$ cat config.mk
export PLATFORM = sky130hd
export DESIGN_NAME = tm_sch_pio_master
export DESIGN_NICKNAME = d
export VERILOG_FILES = /design/src/rtl/tm_sch_pio_master.sv
export SDC_FILE = /design/constraint.sdc
export NUM_CORES = 1
export LEC_CHECK = 0
export CAP_MARGIN = 0
export CELL_PAD_IN_SITES_DETAIL_PLACEMENT = 1
export CELL_PAD_IN_SITES_GLOBAL_PLACEMENT = 2
export CORE_MARGIN = 2
export CORE_UTILIZATION = 16
export DETAILED_ROUTE_END_ITERATION = 6
export GPL_TIMING_DRIVEN = 0
export PLACE_DENSITY_LB_ADDON = 0.1
export RECOVER_POWER = 100
export SETUP_SLACK_MARGIN = 0.02
export SYNTH_ARGS = -nofsm -noshare
export SYNTH_HDL_FRONTEND = slang
export SYNTH_SLANG_ARGS = --single-unit
$ cat constraint.sdc
create_clock -name clk -period 2.1 [get_ports clk]
set_clock_uncertainty 0.2 [all_clocks]
set_input_delay 0.42 -clock clk [delete_from_list [all_inputs] [get_ports clk]]
set_output_delay 0.42 -clock clk [all_outputs]
set_load 0.01 [all_outputs]
$ cat src/rtl/tm_sch_pio_master.sv
// PIO master bridging single host transactions onto six region-selected memory responders.
// Optional `TM_PIO_TIMEOUT_EN adds a WAIT-state ack timeout that completes with an error code.
//
// state | meaning
// IDLE  | waiting for host_req; latches request and decodes region
// ISSUE | address/data/select driven; strobe fires on first clk_div=1 cycle
// WAIT  | waiting for selected memory's ack (or timeout when enabled)
// DONE  | one-cycle host_ack with rdata/err valid
module tm_sch_pio_master #(
   parameter int TIMEOUT_CYCLES = 255,
   parameter int REGION_LSB     = 20
) (
   input  logic        clk,
   input  logic        rst,
   input  logic        clk_div,
   input  logic        host_req,
   input  logic        host_we,
   input  logic [31:0] host_addr,
   input  logic [31:0] host_wdata,
   output logic        host_ack,
   output logic        host_err,
   output logic [31:0] host_rdata,
   output logic        host_busy,
   output logic [31:0] reg_addr,
   output logic [31:0] reg_din,
   output logic        reg_rd,
   output logic        reg_wr,
   output logic        reg_ms_queue_profile,
   output logic        reg_ms_wdrr_quantum,
   output logic        reg_ms_shaping_profile_cir,
   output logic        reg_ms_shaping_profile_eir,
   output logic        reg_ms_wdrr_sch_ctrl,
   output logic        reg_ms_fill_tb_dst,
   input  logic        queue_profile_mem_ack,
   input  logic        wdrr_quantum_mem_ack,
   input  logic        shaping_profile_cir_mem_ack,
   input  logic        shaping_profile_eir_mem_ack,
   input  logic        wdrr_sch_ctrl_mem_ack,
   input  logic        fill_tb_dst_mem_ack,
   input  logic [31:0] queue_profile_mem_rdata,
   input  logic [31:0] wdrr_quantum_mem_rdata,
   input  logic [31:0] shaping_profile_cir_mem_rdata,
   input  logic [31:0] shaping_profile_eir_mem_rdata,
   input  logic [31:0] wdrr_sch_ctrl_mem_rdata,
   input  logic [31:0] fill_tb_dst_mem_rdata
);

   typedef enum logic [1:0] {S_IDLE, S_ISSUE, S_WAIT, S_DONE} state_t;

   if (TIMEOUT_CYCLES < 1 || TIMEOUT_CYCLES > 255) begin : g_bad_timeout
      $error("TIMEOUT_CYCLES must be in 1..255");
   end

   state_t      state_q, state_d;
   logic        we_q, we_d;
   logic [31:0] addr_q, addr_d;
   logic [31:0] wdata_q, wdata_d;
   logic [3:0]  region_q, region_d;
   logic [31:0] rdata_q, rdata_d;
   logic        err_q, err_d;
   logic        pend_q, pend_d;
`ifdef TM_PIO_TIMEOUT_EN
   logic [7:0]  cnt_q, cnt_d;
`endif

   logic        sel_ack;
   logic [31:0] sel_rdata;
   logic        active;
   logic [3:0]  req_region;

   assign req_region = host_addr[REGION_LSB +: 4];

   always_comb begin
      sel_ack   = 1'b0;
      sel_rdata = '0;
      case (region_q)
         4'd0: begin sel_ack = queue_profile_mem_ack;       sel_rdata = queue_profile_mem_rdata;       end
         4'd1: begin sel_ack = wdrr_quantum_mem_ack;        sel_rdata = wdrr_quantum_mem_rdata;        end
         4'd2: begin sel_ack = shaping_profile_cir_mem_ack; sel_rdata = shaping_profile_cir_mem_rdata; end
         4'd3: begin sel_ack = shaping_profile_eir_mem_ack; sel_rdata = shaping_profile_eir_mem_rdata; end
         4'd4: begin sel_ack = wdrr_sch_ctrl_mem_ack;       sel_rdata = wdrr_sch_ctrl_mem_rdata;       end
         4'd5: begin sel_ack = fill_tb_dst_mem_ack;         sel_rdata = fill_tb_dst_mem_rdata;         end
         default: ;
      endcase
   end

   always_comb begin
      state_d  = state_q;
      we_d     = we_q;
      addr_d   = addr_q;
      wdata_d  = wdata_q;
      region_d = region_q;
      rdata_d  = rdata_q;
      err_d    = err_q;
      pend_d   = pend_q;
`ifdef TM_PIO_TIMEOUT_EN
      cnt_d    = cnt_q;
`endif
      case (state_q)
         S_IDLE: begin
            if (host_req) begin
               we_d     = host_we;
               addr_d   = host_addr;
               wdata_d  = host_wdata;
               region_d = req_region;
               pend_d   = 1'b0;
               if (req_region > 4'd5) begin
                  state_d = S_DONE;
                  err_d   = 1'b1;
                  rdata_d = '0;
               end else begin
                  state_d = S_ISSUE;
                  err_d   = 1'b0;
               end
            end
         end
         S_ISSUE: begin
            if (clk_div) begin
               state_d = S_WAIT;
`ifdef TM_PIO_TIMEOUT_EN
               cnt_d   = '0;
`endif
               // A zero-wait responder acks alongside the strobe; remember it for WAIT.
               if (sel_ack) begin
                  pend_d  = 1'b1;
                  rdata_d = we_q ? 32'h0 : sel_rdata;
               end
            end
         end
         S_WAIT: begin
            if (pend_q) begin
               state_d = S_DONE;
            end else if (sel_ack) begin
               state_d = S_DONE;
               rdata_d = we_q ? 32'h0 : sel_rdata;
`ifdef TM_PIO_TIMEOUT_EN
            end else if (cnt_q == 8'(TIMEOUT_CYCLES - 1)) begin
               state_d = S_DONE;
               err_d   = 1'b1;
               rdata_d = 32'hDEAD_0000 | {28'h0, region_q};
            end else begin
               cnt_d = cnt_q + 8'd1;
`endif
            end
         end
         S_DONE: state_d = S_IDLE;
         default: state_d = S_IDLE;
      endcase
   end

   always_ff @(posedge clk) begin
      if (rst) begin
         state_q  <= S_IDLE;
         we_q     <= 1'b0;
         addr_q   <= '0;
         wdata_q  <= '0;
         region_q <= '0;
         rdata_q  <= '0;
         err_q    <= 1'b0;
         pend_q   <= 1'b0;
`ifdef TM_PIO_TIMEOUT_EN
         cnt_q    <= '0;
`endif
      end else begin
         state_q  <= state_d;
         we_q     <= we_d;
         addr_q   <= addr_d;
         wdata_q  <= wdata_d;
         region_q <= region_d;
         rdata_q  <= rdata_d;
         err_q    <= err_d;
         pend_q   <= pend_d;
`ifdef TM_PIO_TIMEOUT_EN
         cnt_q    <= cnt_d;
`endif
      end
   end

   assign active     = (state_q == S_ISSUE) || (state_q == S_WAIT);
   assign host_ack   = (state_q == S_DONE);
   assign host_err   = host_ack && err_q;
   assign host_busy  = (state_q != S_IDLE);
   assign host_rdata = rdata_q;
   assign reg_addr   = active ? addr_q : 32'h0;
   assign reg_din    = active ? wdata_q : 32'h0;
   assign reg_wr     = (state_q == S_ISSUE) && clk_div && we_q;
   assign reg_rd     = (state_q == S_ISSUE) && clk_div && !we_q;

   assign reg_ms_queue_profile       = active && (region_q == 4'd0);
   assign reg_ms_wdrr_quantum        = active && (region_q == 4'd1);
   assign reg_ms_shaping_profile_cir = active && (region_q == 4'd2);
   assign reg_ms_shaping_profile_eir = active && (region_q == 4'd3);
   assign reg_ms_wdrr_sch_ctrl       = active && (region_q == 4'd4);
   assign reg_ms_fill_tb_dst         = active && (region_q == 4'd5);

endmodule

Word level (Yosys, flattened, before mapping) --
Cells that the tools add are included.
Storage, ports and cells: register bits after elaboration 105, input bits 267
Operators by class: magnitude comparators 1, equality and inequality tests 14, muxes and demuxes 22, reductions and logical operators 21
Operators by type and width (number):
- $mux W32 | 8
- $pmux W32 S6 | 1
- $pmux W32 S3 | 1
- $logic_and A1 B1 Y1 | 10
- $mux W2 | 5
- $ne A2 B2 Y1 const B | 5
- $eq A4 B2 Y1 const B | 2
- $eq A4 B3 Y1 const B | 2
- $pmux W2 S4 | 1
- $pmux W1 S6 | 1
- $reduce_and A5 Y1 | 1
- $eq A2 B2 Y1 const B | 2
- $eq A4 B1 Y1 const B | 1
- $gt A4 B3 Y1 const B | 1
- $logic_not A4 Y1 | 1
- $mux W1 | 4
- $reduce_and A4 Y1 | 1
- $reduce_bool A2 Y1 | 2
- $ne A3 B3 Y1 const B | 1
- $reduce_and A3 Y1 | 1
- $reduce_bool A3 Y1 | 1
- $eq A2 B1 Y1 const B | 1
- $logic_not A2 Y1 | 1
- $pmux W1 S2 | 1
- other kinds (3) | 3

Depth between registers and ports, before layout --
Gate-level depths: netlist of the first run.
word-level depth 6, mapped depth 10, gate-level depth less buffers 7

Least setup slack after synthesis of the first run --
Ideal clock, no wire load.
kind register to register, start reg state_q[0], end reg rdata_q[11], in the netlist host_rdata[11], arrival 1.999 ns, required time 1.830 ns, setup slack -0.168 ns, cell stages (with the launch flop) 10, buffers on the path 3, clock period less this slack 2.268 ns, cells stage by stage dfxtp_1 > inv_1 > ha_1 > clkbuf_1 > a22oi_1 > nand2_1 > or4b_1 > buf_2 > buf_6 > o21ai_2
On the way: word-level cells in the longest chain between the ends 3
Ends and longest elaborated chain:
- start: declaration | RTL line 54 | state_t state_q, state_d;
- start signal: assignment | RTL line 165 | state_q <= state_d;
- $eq A2 B2 Y1 (tied with other cells) | RTL line 99 | case (state_q)
- $ne A2 B2 Y1 (no line) or $reduce_bool A3 Y1 (tied branches)
- $reduce_and A5 Y1 (no line)
- end signal: assignment | RTL line 170 | rdata_q <= rdata_d;
- end: declaration | RTL line 59 | logic [31:0] rdata_q, rdata_d;
Parallel ways exist; a longest one is shown, timed or not. A chain may end at the register's enable or synchronous reset.

Final worst setup path of the first run --
start reg state_q[0], end reg rdata_q[8], in the netlist host_rdata[8]
Same word-level chain as after synthesis.

==> results of run 1 <==
power by group through the flow:
stage | sequential (mW) | clock, mW | combinational [mW]
finish | 2.48 | 1.72 | 7.67
global route | 2.53 | 1.88 | 8.28
CTS | 2.50 | 1.80 | 7.38
detailed placement | 2.52 | 0 | 5.05
global placement | 2.51 | 0 | 5.06
floorplan | 2.52 | 0 | 2.50
layout make-up:
type / instances / area, sq um
inverter: 8 / 32.5
multi-input combinational: 538 / 3690
buffer: 66 / 556
fill: 4020 / 23100
clock inverter: 6 / 55.1
timing repair buffer: 411 / 4280
sequential: 101 / 2030
tap: 455 / 569
clock buffer: 10 / 229
worst max path at each step:
stage	to	slack, ps
6_report	host_rdata[8]	-270
5_1_grt	host_rdata[8]	-340
4_1_cts	reg_din[8]	-250
3_5_place_dp	reg_din[8]	-1120
3_3_place_gp	reg_din[3]	-1160
2_1_floorplan	host_rdata[11]	-10
repair_timing:
item	in CTS	in global routing
endpoints found under the setup margin	167	167
pin swaps	68	14
hold buffers	0	0
gates cloned	9	1
buffers inserted	22	6
resized for setup	548	66
registers in the layout, indices dropped and copies added, names as in the netlist:
register and flops:
addr_q 32, host_rdata 32, wdata_q 32, state_q 2, err_q 1, pend_q 1, we_q 1
routing by layer:
layer	GRT usage [%]	share of wire, %
met5	0	0.28
met3	5.29	8.9
met2	28.8	46
met1	21.4	44
met4	3.22	0.87
critical path: cells and delay by family (launching register included):
family                     cells  cell delay (ps)
and+or+nand+nor                1              140
buffers and inverters          4              530
DFF                            1              350
AOI/OAI and AO/OA              3              870
adders and majority gates      1              150
cells in the mapped netlist (all sizes together):
library cell  number
nor2b              7
and3               8
o41ai              1
a21oi             67
a22oi             39
mux2              18
ha                 4
inv                8
nor3               5
nand3b            36
nand2            136
a32o               1
a211oi             8
a22o              25
o22ai             10
clkbuf            51
nand4              1
o31ai             15
or2                2
a221oi            22
dfxtp            101
nor2              31
o21ai             21
o311ai             1
o221a              1
mux2i              5
buf               18
a222oi             5
or4b               1
and2              68
metrics by stage:
step                utilization (%)  hold WS [ps]
global route                   33.1           277
detailed placement             28.8           244
global placement               28.8           238
floorplan                         -           232
CTS                            32.5           257
finish                         33.1           257
kinds of logic after synthesis:
group	synth area share, %
AND/OR/NAND/NOR	26.2
AO/OA/AOI/OAI	26.8
flip-flops	36.0
buffers and inverters	5.70
multiplexers	4.50
adder cells (fa/ha/maj)	0.890
==> metrics.md, run 1 <==
| Metric | Value |
|---|---|
| Result of the run | finished, violations left |
| Failing checks | negative setup slack |
| R2R Path Start | state_q[0] |
| Worst Max-Slew Pin Slew | around 600 ps |
| GRT Residual Overflow | 0 |
| Vias/cell | 4.40 |
| Post-layout nets | ~1400 |
| Area grow syn2layout | 104% |
| Critical path startpoint | state_q[0] |
| PortBufs | 373 |
| Fin crit period | 2370 ps |
| Placed insts | roughly 1500 |
| Routed WL | approximately 33000 um |
| Hold path endpoint | addr_q[30] |
| Synthesis Warnings | 0 |
| Worst Hold Launch | addr_q[30] |
| Internal | roughly 7.2 mW |
| RSZ-0062 raised after global routing | yes |
| Sequential share of power | between 20% and 30% |
| Flops & latches, synth | between 100 and 150 |
| Worst Hold Class | reg2reg |
| Area contributors post-synth | dfxtp_1, nand2_1, and2_1 |
| Clk slew on worst S/H paths | about 70 ps |
| CP Data Arrival Time | approximately 2400 ps |
| Comb pwr share | between 60 and 70% |
| Period utilization | 113% |
| # DRC | 0 |
| Max-slew violation count | 0 |
| Post-Syn Nets | slightly below 1000 |
| Max-Cap Viols | 0 |
| Clock tree sinks | roughly 100 |
| Initial core utilization | 16.3% |
| Most frequent cells in the layout | clkdlybuf4s50_1, nand2_1, dfxtp_1 |
| Vias | between 7000 and 8000 |
| Largest net degree at the start of global routing | 19 |
| CTS tree | built |
| Htree depth | 3 |
| Seq/Total Area, Yosys | 36.0% |
| Largest area contributor in the netlist | dfxtp_1 |
| Worst-path cell chain | inv_2 > buf_6 > ha_4 > a222oi_1 > o311ai_4 > buf_8 > buf_8 > nand3b_1 > o31ai_4 |
| DP Wirelength | 24600 um |
| Core Box Area | about 35000 sq um |
| Post-route antenna net violation count | 0 |
| Place WS | -1120 ps |
| Layout cells sized above 1 | a little over a quarter |
| I/O Pins | about 370 |
| Number of global-route vias before repair | about 7300 |
| R2r endpoint | host_rdata[8] |
| Worst setup margin | -269 ps |
| Worst path slowest cell | a222oi_1 |
| Post-synth top area share | between 30% and 40% |
| Worst Setup Path Type | reg2reg |
| Clock Latency Late Sink | between 300 and 400 ps |
| Worst Path Required | around 2100 ps |
| Wire per inst | 20.5 um |
| Die area | roughly 37000 sq um |
| Sw Share | about two fifths |
| Maximum clock rate | 422 MHz |
| Chip width | between 150 and 200 um |
| DR iter-0 viols | between 150 and 200 |
| Worst VDD drop | 0.537 mV |
| CP most frequent cell | buf_8 |
| Fin cells | about 1600 |
| Syn Area/Cell | 7.85 sq um |
| Die H | approximately 190 um |
| GP Congestion | around 0.77 |
| Static leakage | 4.45 nW |
| Fin area | 11400 sq um |
| Crit path largest cell delay | between 500 and 600 ps |
| Clock share of power | between 10% and 20% |
| Final setup viols | between 100 and 150 |
| Hold Vio Cnt, Final | 0 |
| Mapped cell area | roughly 5600 sq um |
| Syn Inst Count | around 720 |
| Total Power | between 10 and 15 mW |
| Drt pass-1 iters | 5 |
| Reg-to-reg setup timing slack | -270 ps |
| Antenna Diode Count | 0 |
| Sum Neg Setup Slack | -18990 ps |
| Initial antenna violation count | 8 |
| Hold Path Stages | 2 |
| Root Driver | clkbuf_16 |
| Worst reg-to-reg path cell count | 9 |
| Crit-path max FO | 8 |
| Clock buffer depth | 2 |
| First-pass GRT wire length | 46300 um |
| Unique masters post-synth | 36 |
| Dpl cell area | 9960 sq um |
| Commonest non-fill, non-tap cell in the layout | clkdlybuf4s50_1 |
| Critical Path End Type | register |
| Psw | ~4.7 mW |
| All-Layer GR Usage | approximately 17% |
| Num CTS Buffers | 9 |
| CP startpoint kind | register |
| Power Dens Cells | about 1000 nW/um^2 |
| Relative slew slack | ~60% |
| Site Rows | 68 |
No activity file was read; power rests on OpenSTA's default activity.
==> run 2, diff against run 1 <==
--- a/config.mk
+++ b/config.mk
@@ -8,7 +8,7 @@
 export CAP_MARGIN = 0
 export CELL_PAD_IN_SITES_DETAIL_PLACEMENT = 1
 export CELL_PAD_IN_SITES_GLOBAL_PLACEMENT = 2
-export CORE_MARGIN = 2
+export CORE_MARGIN = 1
 export CORE_UTILIZATION = 16
 export DETAILED_ROUTE_END_ITERATION = 6
 export GPL_TIMING_DRIVEN = 0
==> run 2 against run 1 <==
Net effect: combinational power down 4.8%; utilization is 0.33 points lower; the flow still finishes with violations (negative setup slack); clock power rose by 15%; sequential cell count unchanged; largest power group unchanged; count of clock-buffer cells in the layout is the same; sequential power barely moved; setup slack gained 18 ps; first-iteration DRC count grew 37%; routed wire length is 2.5% lower.
==> metrics.md, run 2 (synthesized netlist as in run 1, its figures left out) <==
| Metric | Value |
|---|---|
| Period utilization | 112% (-0.88 points) |
| Worst Path Required | 1480 ps (-650 ps) |
| Top delay family on crit path | buffers and inverters |
| Relative slew slack | 59.4% (-0.43 points) |
| Number of global-route vias before repair | 7312 (+0.63%) |
| Clock tree sinks | 101 (unchanged) |
| Clk slew on worst S/H paths | 80 ps (about the same) |
| Fillers | 4055 (+0.87%) |
| CP most frequent cell | buf_8 |
| Vias/cell | 4.35 (-1.2%) |
| Routed WL | 31900 um (-2.5%) |
| CP startpoint kind | register |
| Die area | 35900 sq um (-2.1%) |
| DP Wirelength | 24300 um (-1.2%) |
| First-pass GRT wire length | 46100 um (-0.55%) |
| Worst Max-Slew Pin Slew | 609 ps (+6.42 ps) |
| Chip width | 189 um (-1.0%) |
| Worst-path cell chain | inv_2 > ha_4 > clkbuf_16 > buf_8 > buf_8 > and2_4 > buf_6 |
| DR iter-0 viols | 222 (+37%) |
| Root Driver | clkbuf_16 |
| Largest net degree at the start of global routing | 17 (-2) |
| GP Congestion | 0.787 (+2.8%) |
| Site Rows | 68 (unchanged) |
| Num CTS Buffers | 9 (unchanged) |
| Final setup viols | 102 (-24%) |
| Post-CTS Hold Fix Bufs | 0 (unchanged) |
| Layout cells sized above 1 | 25.5% (-1.3 points) |
| Initial core utilization | 16.3% (unchanged) |
| Wire per inst | 19.9 um (-2.9%) |
| Clock Latency Late Sink | 340 ps (-20 ps) |
| Dpl cell area | 9960 sq um (unchanged) |
| Initial antenna violation count | 6 (-2) |
| Vias | 6964 (-0.83%) |
| Fin crit period | 2350 ps (-18.4 ps) |
| Crit path largest cell delay | 350 ps (-220 ps) |
| Area grow syn2layout | 102% |
| Failing checks | negative setup slack |
| PortBufs | 373 (unchanged) |
| All-Layer GR Usage | 17.1% (+0.092 points) |
| GRT Residual Overflow | 0 (unchanged) |
| Post-layout nets | 1411 (+0.36%) |
| Htree depth | 3 (unchanged) |
| Worst Hold Class | reg2reg |
| Max-slew violation count | 0 (unchanged) |
| Crit path buf inv count | 5 (+1) |
| # DRC | 0 (unchanged) |
| Core Box Area | 34500 sq um (unchanged) |
| Share of the core filled with cells | 32.8% (-0.33 points) |
| RSZ-0062 raised after global routing | yes |
| Die H | 189 um (-1.0%) |
| Drt pass-1 iters | 5 (unchanged) |
| Worst VDD drop | 0.381 mV (-29%) |
| Worst path slowest cell | ha_4 |
| I/O Pins | 374 (unchanged) |
| Crit-path max FO | 6 (-2) |
| CP Data Arrival Time | 1730 ps (-670 ps) |
| Max-Cap Viols | 0 (unchanged) |
| Commonest non-fill, non-tap cell in the layout | clkdlybuf4s50_1 |
| Critical Path End Type | output pin |
| Worst Setup Path Type | reg2out |
| Result of the run | finished, violations left |
| Most frequent cells in the layout | clkdlybuf4s50_1, nand2_1, dfxtp_1 |
| Post-route antenna net violation count | 0 (unchanged) |
| Maximum clock rate | 425 MHz (+0.78%) |
| Static leakage | 4.44 nW (about the same) |
| Power Dens Cells | 1040 nW/um^2 (+0.12%) |
| CTS tree | built |
| Clock buffer depth | 2 (unchanged) |
| Worst setup margin | -250 ps (+18.4 ps) |
| Hold Vio Cnt, Final | 0 (unchanged) |
| Fin area | 11300 sq um (-1.0%) |
## run 2: cell count changes in the layout (fill, tap and decap cells not counted), sizes merged
cell,change
buf,+7
bufinv,+3
clkdlybuf4s15,-3
clkdlybuf4s50,+3
clkinvlp,-2
diode,+2
dlygate4sd2,+3
dlygate4sd3,-5
inv,-2
## run 2: repair_timing
| item | CTS | global route |
|---|---|---|
| pin swaps | 35 | 20 |
| gates resized for setup | 499 | 86 |
| gates cloned | 7 | 1 |
| endpoints found under the setup margin | 173 | 138 |
| setup buffers | 28 | 8 |
## run 2: worst min-delay path, delay by kind of cell, from the launching register on
kind	cells	cell delay, ps
DFF	1	310
and+or+nand+nor	1	50
AOI/OAI and AO/OA	1	50
## run 2: final timing paths
check | from | slack [ps] | cells past startpoint | end
setup reg to reg | addr_q[20] | -240 | 9 | host_rdata[14]
hold reg to reg | addr_q[3] | 250 | 2 | addr_q[3]
hold / removal | addr_q[3] | 250 | 2 | addr_q[3]
setup / recovery | state_q[0] | -250 | 7 | reg_din[7]
## run 2: cell type report
type | count | area [sq um] | share of cell area, %
timing repair buffer | 415 | 4140 | 36.5
clock buffer | 10 | 229 | 2.02
clock inverter | 5 | 108 | 0.950
sequential | 101 | 2040 | 18.0
multi-input combinational | 538 | 3650 | 32.2
antenna | 2 | 5.00 | 0.0442
tap | 455 | 569 | 5.02
buffer | 67 | 558 | 4.92
inverter | 8 | 37.5 | 0.331
## run 2: stage by stage
stage	power [mW]	hold WS [ps]	setup TNS [ps]	std cells	setup slack, ps
finish	11.8	252	-16680	1601	-250
global route	12.5	271	-25260	1600	-326
CTS	11.6	255	-19460	1592	-296
detailed placement	7.58	243	-125540	1544	-1180
global placement	7.57	239	-123050	1544	-1170
floorplan	5.02	232	-109	716	-11.4
## run 2: power by group
group | switching [mW] | leakage [nW] | internal, mW | total (mW)
combinational | 3.55 | 3.45 | 3.75 | 7.30
clock | 0.808 | 0.163 | 1.17 | 1.98
sequential | 0.206 | 0.827 | 2.28 | 2.49
## run 2: layer usage
layer	up-vias	track usage, %	share of wire [%]
li1	3403	-	-
met1	3285	21.2	44
met2	249	28.5	47
met3	21	6.25	8.4
met4	6	3.29	1.1
met5	-	0	0.12
